## config.mk

```make
export PLATFORM = sky130hd
export DESIGN_NAME = lkt_table_writer
export DESIGN_NICKNAME = d
export VERILOG_FILES = /design/src/rtl/lkt_pkg.sv /design/src/rtl/lkt_wr_fifo.sv /design/src/rtl/lkt_table_writer.sv
export SDC_FILE = /design/constraint.sdc
export NUM_CORES = 1
export LEC_CHECK = 0
export CAP_MARGIN = 0
export CORE_ASPECT_RATIO = 1.25
export CORE_MARGIN = 2
export CORE_UTILIZATION = 50
export DETAILED_ROUTE_END_ITERATION = 8
export GPL_TIMING_DRIVEN = 0
export PLACE_DENSITY = 0.71
export SYNTH_ARGS = -nofsm -noshare
export SYNTH_HDL_FRONTEND = slang
export SYNTH_SLANG_ARGS = --single-unit
```

## constraint.sdc

```tcl
create_clock -name clk -period 5.3 [get_ports clk]
set_clock_uncertainty 0.2 [all_clocks]
set_input_delay 1.06 -clock clk [delete_from_list [all_inputs] [get_ports clk]]
set_output_delay 1.06 -clock clk [all_outputs]
set_load 0.05 [all_outputs]
```

## src/rtl/lkt_pkg.sv

```systemverilog
// lkt_pkg: definitions shared by the LKT write and lookup sides.
package lkt_pkg;
  localparam int LKT_ADDR_W_MAX = 7;
  localparam int LKT_DATA_W_MAX = 17;
  function automatic int lkt_addr_w(input int lookups, input int choices);
    return (lookups * choices > 1) ? $clog2(lookups * choices) : 1;
  endfunction
  typedef enum logic {LKT_WR_CLEAR, LKT_WR_RUN} lkt_wr_state_e;
  // Widest legal request; users narrow it to their own widths via the FIFO type parameter.
  typedef struct packed {
    logic [LKT_ADDR_W_MAX-1:0] addr;
    logic [LKT_DATA_W_MAX-1:0] data;
  } lkt_wr_req_t;
endpackage

```

## src/rtl/lkt_wr_fifo.sv

```systemverilog
// lkt_wr_fifo: synchronous request FIFO exposing the head and the entry behind it.
module lkt_wr_fifo
  import lkt_pkg::*;
#(
  parameter int DEPTH = 4,
  parameter type T = lkt_wr_req_t,
  localparam int PW = $clog2(DEPTH),
  localparam int CW = $clog2(DEPTH + 1)
) (
  input  logic          clk,
  input  logic          rst,
  input  logic          push_i,
  input  logic          pop_i,
  input  T              din_i,
  output T              head_o,
  output T              nxt_o,
  output logic [CW-1:0] cnt_o,
  output logic          full_o,
  output logic          empty_o
);
  T mem [DEPTH];
  logic [PW-1:0] wr_q, rd_q;
  logic [CW-1:0] cnt_q;
  always_ff @(posedge clk)
    if (push_i) mem[wr_q] <= din_i;
  always_ff @(posedge clk or posedge rst)
    if (rst) begin
      wr_q <= '0;
      rd_q <= '0;
      cnt_q <= '0;
    end else begin
      if (push_i) wr_q <= wr_q + 1'b1;
      if (pop_i) rd_q <= rd_q + 1'b1;
      cnt_q <= cnt_q + CW'(push_i) - CW'(pop_i);
    end
  assign head_o = mem[rd_q];
  assign nxt_o = mem[rd_q + 1'b1];
  assign cnt_o = cnt_q;
  assign full_o = cnt_q == CW'(DEPTH);
  assign empty_o = cnt_q == '0;
endmodule

```

## src/rtl/lkt_table_writer.sv

```systemverilog
// lkt_table_writer: LKT write agent; zero-fills the table after reset/init_start, then drains buffered requests.
// Define LKT_WR_PARITY_EN to append an even-parity bit to tbl_wr_data.
module lkt_table_writer
  import lkt_pkg::*;
#(
  parameter int RESULT_WIDTH = 3,
  parameter int NUM_LOOKUPS = 8,
  parameter int NUM_CHOICES = 2,
  parameter int FIFO_DEPTH = 4,
  localparam int LK_W = NUM_LOOKUPS > 1 ? $clog2(NUM_LOOKUPS) : 1,
  localparam int CH_W = $clog2(NUM_CHOICES),
  localparam int ENTRIES = NUM_LOOKUPS * NUM_CHOICES,
  localparam int ADDR_W = lkt_addr_w(NUM_LOOKUPS, NUM_CHOICES),
`ifdef LKT_WR_PARITY_EN
  localparam int DW = RESULT_WIDTH + 1
`else
  localparam int DW = RESULT_WIDTH
`endif
) (
  input  logic                    clk,
  input  logic                    rst,
  input  logic                    req_valid,
  output logic                    req_ready,
  input  logic [LK_W-1:0]         req_lookup,
  input  logic [CH_W-1:0]         req_choice,
  input  logic [RESULT_WIDTH-1:0] req_data,
  input  logic                    init_start,
  output logic                    tbl_wr_en,
  output logic [ADDR_W-1:0]       tbl_wr_addr,
  output logic [DW-1:0]           tbl_wr_data,
  input  logic                    tbl_wr_gnt,
  output logic                    busy,
  output logic                    done,
  output logic                    err_range
);
  localparam int CW = $clog2(FIFO_DEPTH + 1);
  localparam logic [(1<<LK_W)-1:0] LK_OK = {(1<<LK_W){1'b1}} >> ((1<<LK_W) - NUM_LOOKUPS);
  localparam logic [(1<<CH_W)-1:0] CH_OK = {(1<<CH_W){1'b1}} >> ((1<<CH_W) - NUM_CHOICES);
  typedef struct packed {
    logic [ADDR_W-1:0] addr;
    logic [DW-1:0]     data;
  } req_t;
  lkt_wr_state_e state_q, state_d;
  logic [ADDR_W-1:0] clr_q, clr_d, addr_q, addr_d;
  logic [DW-1:0] data_q, data_d;
  logic pend_q, pend_d, en_q, en_d, done_q, done_d, err_q, err_d;
  logic full, empty, acc, ok, push, pop, fin, free, last, clr_go, avail;
  logic [CW-1:0] cnt;
  req_t inc, head, nxt, cand;
  assign ok = LK_OK[req_lookup] && CH_OK[req_choice];
  assign acc = req_valid && !full;
  assign push = acc && ok;
  assign inc.addr = ADDR_W'(int'(req_lookup) * NUM_CHOICES + int'(req_choice));
`ifdef LKT_WR_PARITY_EN
  assign inc.data = {^req_data, req_data};
`else
  assign inc.data = req_data;
`endif
  lkt_wr_fifo #(.DEPTH(FIFO_DEPTH), .T(req_t)) u_fifo (
    .clk(clk),
    .rst(rst),
    .push_i(push),
    .pop_i(pop),
    .din_i(inc),
    .head_o(head),
    .nxt_o(nxt),
    .cnt_o(cnt),
    .full_o(full),
    .empty_o(empty)
  );
  // The presented RUN write stays at the FIFO head until granted; the register preloads its successor.
  always_comb begin
    fin = en_q && tbl_wr_gnt;
    free = !en_q || tbl_wr_gnt;
    pop = state_q == LKT_WR_RUN && fin;
    last = state_q == LKT_WR_CLEAR && fin && clr_q == ADDR_W'(ENTRIES - 1);
    clr_go = state_q == LKT_WR_RUN && (init_start || pend_q);
    state_d = last ? LKT_WR_RUN : (clr_go && free) ? LKT_WR_CLEAR : state_q;
    pend_d = clr_go && !free;
    clr_d = state_q == LKT_WR_RUN ? '0 : fin ? clr_q + 1'b1 : clr_q;
    cand = pop ? (cnt == CW'(1) ? inc : nxt) : (empty ? inc : head);
    avail = push || (!empty && !(pop && cnt == CW'(1)));
    en_d = state_d == LKT_WR_CLEAR || avail;
    addr_d = state_d == LKT_WR_CLEAR ? clr_d : cand.addr;
    data_d = state_d == LKT_WR_CLEAR ? '0 : cand.data;
    done_d = last;
    err_d = acc && !ok;
  end
  always_ff @(posedge clk or posedge rst)
    if (rst) begin
      state_q <= LKT_WR_CLEAR;
      clr_q <= '0;
      pend_q <= 1'b0;
      en_q <= 1'b0;
      addr_q <= '0;
      data_q <= '0;
      done_q <= 1'b0;
      err_q <= 1'b0;
    end else begin
      state_q <= state_d;
      clr_q <= clr_d;
      pend_q <= pend_d;
      en_q <= en_d;
      addr_q <= addr_d;
      data_q <= data_d;
      done_q <= done_d;
      err_q <= err_d;
    end
  assign req_ready = !full;
  assign tbl_wr_en = en_q;
  assign tbl_wr_addr = addr_q;
  assign tbl_wr_data = data_q;
  assign busy = state_q == LKT_WR_CLEAR;
  assign done = done_q;
  assign err_range = err_q;
endmodule
```

=== Word-level counts from Yosys, hierarchy flattened ===
Memories as Yosys holds them, arrays and structs flattened.
Index checks and enable logic that the tools add are counted.

* Bits in registers: 23
* RAM bits: 28
* Bits in read-only memories: 8
* Bits of input ports: 12
* Output and inout port bits: 12
* Word-level logic and storage cells: 63
* Memories kept: 2

{| class="wikitable"
|+ Memories
! memory !! depth !! width !! read ports !! clocked after memory_dff !! wr ports !! RTL line !! text
|-
| u_fifo.mem || 4 || 7 || 2 || 0 || 1 || lkt_wr_fifo.sv:21 || <nowiki>T mem [DEPTH];</nowiki>
|-
| (name not given) || 8 || 1 || 1 || 0 || 0 || lkt_table_writer.sv:50 || <nowiki>assign ok = LK_OK[req_lookup] && CH_OK[req_choice];</nowiki>
|}

* Add/sub/neg operators: 6
* $lt $le $gt $ge: 2
* Eq/ne operators: 3
* Muxes and demuxes: 13
* Bitwise gates (word level): 2
* Reductions and logical operators: 24

{| class="wikitable"
|+ Operators with widths
! kind !! count
|-
| 2-to-1 mux 7 bit || 3
|-
| logical AND 1 bit || 13
|-
| 2-to-1 mux 4 bit || 3
|-
| logical NOT 1 bit || 6
|-
| 2-to-1 mux 1 bit || 6
|-
| adder 2 x 1 -> 2 bit, second input constant || 2
|-
| adder 4 x 1 -> 4 bit || 1
|-
| adder 4 x 1 -> 4 bit, second input constant || 1
|-
| == test 4 bit, second input constant || 1
|-
| logical OR 1 bit || 4
|-
| < comparator 3 x 4 -> 1 bit, second input constant || 1
|-
| adder 3 x 1 -> 3 bit || 1
|-
| == test 3 x 1 -> 1 bit, second input constant || 1
|-
| == test 3 bit, second input constant || 1
|-
| logical NOT 3 bit || 1
|-
| 2-to-1 mux 3 bit || 1
|-
| subtractor 3 x 1 -> 3 bit || 1
|-
| < comparator 1 x 2 -> 1 bit, second input constant || 1
|-
| NOT 1 bit || 2
|}

=== Longest topological paths before layout ===
* Depth after elaboration: 7
* Depth in mapped cells: 8
* Gate-level depth less buffers: 7

=== Cells and area by module ===
From an unflattened synthesis, not the netlist that was laid out.

* Cell total of the unflattened synthesis: 161
* Area, all modules: 2387.3 um^2

{| class="wikitable"
|+ By module, submodules not included
! module !! instances !! cells an instance !! area an instance (um^2) !! sequential area each (um^2)
|-
| lkt_wr_fifo || 1 || 81 || 1605.3 || 1016.0
|-
| lkt_table_writer || 1 || 80 || 782.0 || 375.4
|}

=== Least setup slack after synthesis ===
OpenSTA, ideal clock, no wires.

* Path kind: input to register
* Start point: in tbl_wr_gnt
* End point: reg u_fifo.cnt_q[2] (netlist: u_fifo.cnt_o[2])
* Setup time: 0.128 ns
* Arrival: 2.404 ns
* Required time: 4.972 ns
* Slack: 2.569 ns
* Cell stages on the path: 7
* Cell sequence: buf_4 and3_1 clkbuf_1 nand2b_1 fa_1 xor2_1 xnor2_1

* Longest elaborated chain between the ends: 3

{| class="wikitable"
|+ Ends and longest elaborated chain
! item !! RTL line !! text
|-
| from (decl) || lkt_table_writer.sv:31 || <nowiki>input logic tbl_wr_gnt,</nowiki>
|-
| logical AND 1 bit || lkt_table_writer.sv:73 || <nowiki>fin = en_q && tbl_wr_gnt;</nowiki>
|-
| logical AND 1 bit || lkt_table_writer.sv:75 || <nowiki>pop = state_q == LKT_WR_RUN && fin;</nowiki>
|-
| subtractor 3 x 1 -> 3 bit || lkt_wr_fifo.sv:34 || <nowiki>cnt_q <= cnt_q + CW'(push_i) - CW'(pop_i);</nowiki>
|-
| to (signal assigned) || lkt_wr_fifo.sv:34 ||
|-
| to (decl) || lkt_wr_fifo.sv:23 || <nowiki>logic [CW-1:0] cnt_q;</nowiki>
|}

Every way passes these cells.
A chain may end at the register's enable or synchronous reset.

=== Worst setup path in the final report ===
* Start point: reg u_fifo.cnt_q[0] (netlist: u_fifo.cnt_o[0])
* End point: out req_ready

* Longest elaborated chain between the ends: 2

{| class="wikitable"
|+ Ends and longest elaborated chain
! item !! RTL line !! text
|-
| == test 3 bit || lkt_wr_fifo.sv:39 || <nowiki>assign full_o = cnt_q == CW'(DEPTH);</nowiki>
|-
| logical NOT 1 bit || lkt_table_writer.sv:109 || <nowiki>assign req_ready = !full;</nowiki>
|-
| to (decl) || lkt_table_writer.sv:23 || <nowiki>output logic req_ready,</nowiki>
|}

Every way passes these cells.

==> results.sh <==
export IMPL_r2r_start="state_q"
export IMPL_overflow=0
export IMPL_seq_area_um2=1390
export IMPL_critPathLaunchType="flop"
export IMPL_drive_gt1_share_pct=17.9
export IMPL_async_flop_share_pct=44.0
export IMPL_wl_um=4810
export IMPL_rr_worst_depth=7
export IMPL_yosysWarningCount=0
export IMPL_num_antenna_cells=0
export IMPL_syn_num_nets=185
export IMPL_synth_area_leader_cell="edfxtp_1"
export IMPL_ioPinCount=24
export IMPL_synth_top_flop_cell="edfxtp_1"
export IMPL_critPathMaxFanout=9
export IMPL_clk_latency_ns=0.30
export IMPL_stdcell_area_um2=2850
export IMPL_drt_vias_per_instance=5.90
export IMPL_synth_cells=166
export IMPL_grt_pass1_vias=1562
export IMPL_arrival_ns=1.88
export IMPL_via_count=1504
export IMPL_post_cts_setup_buffer_count=0
export IMPL_period_share_pct=59.3
export IMPL_fillers=394
export IMPL_dp_hpwl_um=3400
export IMPL_yosysSeqAreaShare_pct=56.3
export IMPL_cts_root_buf="clkbuf_8"
export IMPL_fin_crit_ns=3.14
export IMPL_worst_pin_slew_ns=0.837
export IMPL_maxSlewViolCount=0
export IMPL_die_height_um=82.6
export IMPL_crit_required_ns=4.04
export IMPL_p_per_area_nw_per_um2=522
export IMPL_final_net_count=213
export IMPL_slew_headroom_pct=44.1
export IMPL_first_pass_iters=4
export IMPL_wl_per_cell_um=18.8
export IMPL_status="finished clean"
export IMPL_r2r_slack_ns=2.86
export IMPL_postPlaceCellArea_um2=2760
export IMPL_initial_utilization_pct=51.9
export IMPL_fin_tns_setup_ns=0
export IMPL_synth_area_um2=2470
export IMPL_portBuffers=21
export IMPL_synth_avg_cell_area_um2=14.9
export IMPL_worstSetupStartpoint="u_fifo.cnt_o[0]"
export IMPL_grt_max_degree=23
export IMPL_max_freq_mhz=318
export IMPL_multiInputGateArea_um2=961
export IMPL_crit_end="req_ready"
export IMPL_antenna_found_initial=0
export IMPL_rsz0062_at_grt="no"
export IMPL_hold_path_class="reg -> reg"
export IMPL_finalHoldViolations=0
export IMPL_die_area_um2=5520
export IMPL_max_cap_viol_count=0
export IMPL_synth_edff_count=28
export IMPL_clk_pin_slew_worst_paths_ns=0.09
export IMPL_synth_top_area_share_pct=34.0
export IMPL_rows=28
export IMPL_cts_resized=0
export IMPL_crit_path_end_kind="output pin"
export IMPL_cts_tree="built"
export IMPL_grtUsageTotal_pct=19.5
export IMPL_vdd_drop_max_mv=0.281
export IMPL_dieWidth_um=66.9
export IMPL_synth_simple_area_share_pct=11.1
export IMPL_clockBufferDepth=2
export IMPL_synth_xor_area_share_pct=2.84
export IMPL_p_leak_nw=1.09
export IMPL_crit_type="reg -> out"
export IMPL_layout_common_cells="edfxtp_1 (28), dfrtp_1 (22), clkdlybuf4s50_1 (21)"
export IMPL_ys_seq_elements=50
export IMPL_cts_sinks=50
export IMPL_synth_area_leaders="edfxtp_1 (34%), dfrtp_1 (22%), mux4_1 (7.4%)"
export IMPL_antenna_left=0
export IMPL_numCtsBuffers=5
export IMPL_synth_compound_area_share_pct=4.35
export IMPL_synth_fa_ha_area_share_pct=3.85
export IMPL_gp_congestion=0.784
export IMPL_grt_pass1_wl_um=7690
export IMPL_drc=0
export IMPL_hold_buffers=0
export IMPL_synthMuxAreaShare_pct=16.6
export IMPL_synth_top_family_by_area="multiplexers"
export IMPL_r2r_end="u_fifo.cnt_o[2]"
export IMPL_h_tree_depth=2
export IMPL_final_common_cell="edfxtp_1"
export IMPL_drtIter0Drc=47
export IMPL_finalSetupViolCount=0
export IMPL_yosysUniqueCellTypes=47
export IMPL_core_um2=4760
export IMPL_area_delta_synth_final_pct=15.2
==> registers in the layout, indices dropped and copies added (netlist names) <==
name	count
tbl_wr_data	3
u_fifo.cnt_o	3
tbl_wr_addr	4
u_fifo.wr_q	2
done	1
u_fifo.mem	28
u_fifo.rd_q	2
pend_q	1
clr_q	4
tbl_wr_en	1
state_q	1
==> where the power goes <==
part,total (mW),switching [mW],internal [mW]
registers,0.597,0.0724,0.525
logic,0.670,0.360,0.309
clock network,0.219,0.127,0.0928
==> routing by layer <==
layer | up-vias | track usage [%] | share of wire [%]
li1 | 690 | - | -
met1 | 769 | 23.4 | 42
met2 | 37 | 35.5 | 53
met3 | 8 | 2.98 | 3.0
met4 | 0 | 6.94 | 1.5
met5 | - | 0 | 0
==> how the worst min path moves through the flow <==
stage	depth (start not counted)	to	slack (ns)	from
6_report	1	u_fifo.wr_q[1]	0.39	u_fifo.wr_q[1]
5_1_grt	1	u_fifo.wr_q[1]	0.43	u_fifo.wr_q[1]
3_3_place_gp	1	u_fifo.wr_q[1]	0.35	u_fifo.wr_q[1]
3_5_place_dp	1	u_fifo.wr_q[1]	0.38	u_fifo.wr_q[1]
4_1_cts	1	u_fifo.wr_q[1]	0.40	u_fifo.wr_q[1]
2_1_floorplan	1	u_fifo.wr_q[1]	0.33	u_fifo.wr_q[1]
==> layout make-up <==
| cell class | instances | share of cell area (%) |
|---|---|---|
| buffer | 11 | 3.12 |
| clock buffer | 5 | 2.42 |
| clock inverter | 3 | 0.747 |
| tap | 60 | 2.64 |
| inverter | 8 | 1.05 |
| timing repair buffer | 21 | 7.38 |
| sequential | 50 | 48.9 |
| multi-input combinational | 97 | 33.8 |
==> stage by stage <==
| stage | util [%] | setup WS (ns) | total power, mW | std cells | hold WS (ns) |
|---|---|---|---|---|---|
| CTS | 59.7 | 2.15 | 1.50 | 255 | 0.402 |
| detailed placement | 57.9 | 2.20 | 1.28 | 247 | 0.381 |
| global route | 59.7 | 2.10 | 1.57 | 255 | 0.432 |
| floorplan | - | 2.57 | 1.09 | 166 | 0.334 |
| global placement | 57.9 | 2.26 | 1.24 | 247 | 0.346 |
| finish | 59.7 | 2.16 | 1.49 | 255 | 0.389 |
==> worst max-delay path, stage by stage, from the launching register on <==
cell and delay [ns]:
dfrtp_1 0.34, buf_2 0.20, nor2_1 0.07, nand2_1 0.14, clkdlybuf4s50_1 0.83
==> logic make-up (layout without fill, tap and decap cells) <==
| kind of cell | Yosys count | in the layout |
|---|---|---|
| XOR/XNOR | 8 | 8 |
| AND/OR/NAND/NOR | 46 | 46 |
| adder cells (fa/ha/maj) | 7 | 7 |
| multiplexers | 20 | 20 |
| other | 1 | 1 |
| AO/OA/AOI/OAI | 15 | 15 |
| flip-flops | 50 | 50 |
| buffers and inverters | 19 | 48 |
==> cell usage after synthesis (all sizes together), types with 2 or more instances <==
cell type / n
edfxtp: 28
nor3: 10
nor3b: 2
ha: 6
nand3: 6
nor4: 4
mux2: 3
xor2: 3
buf: 10
mux4: 14
and3: 5
nand2: 7
dfrtp: 22
o21ai: 4
xnor2: 5
a21oi: 3
o311ai: 2
mux2i: 3
inv: 8
and2: 2
nor2: 4
Note: power is estimated with default switching activity, not from simulation.
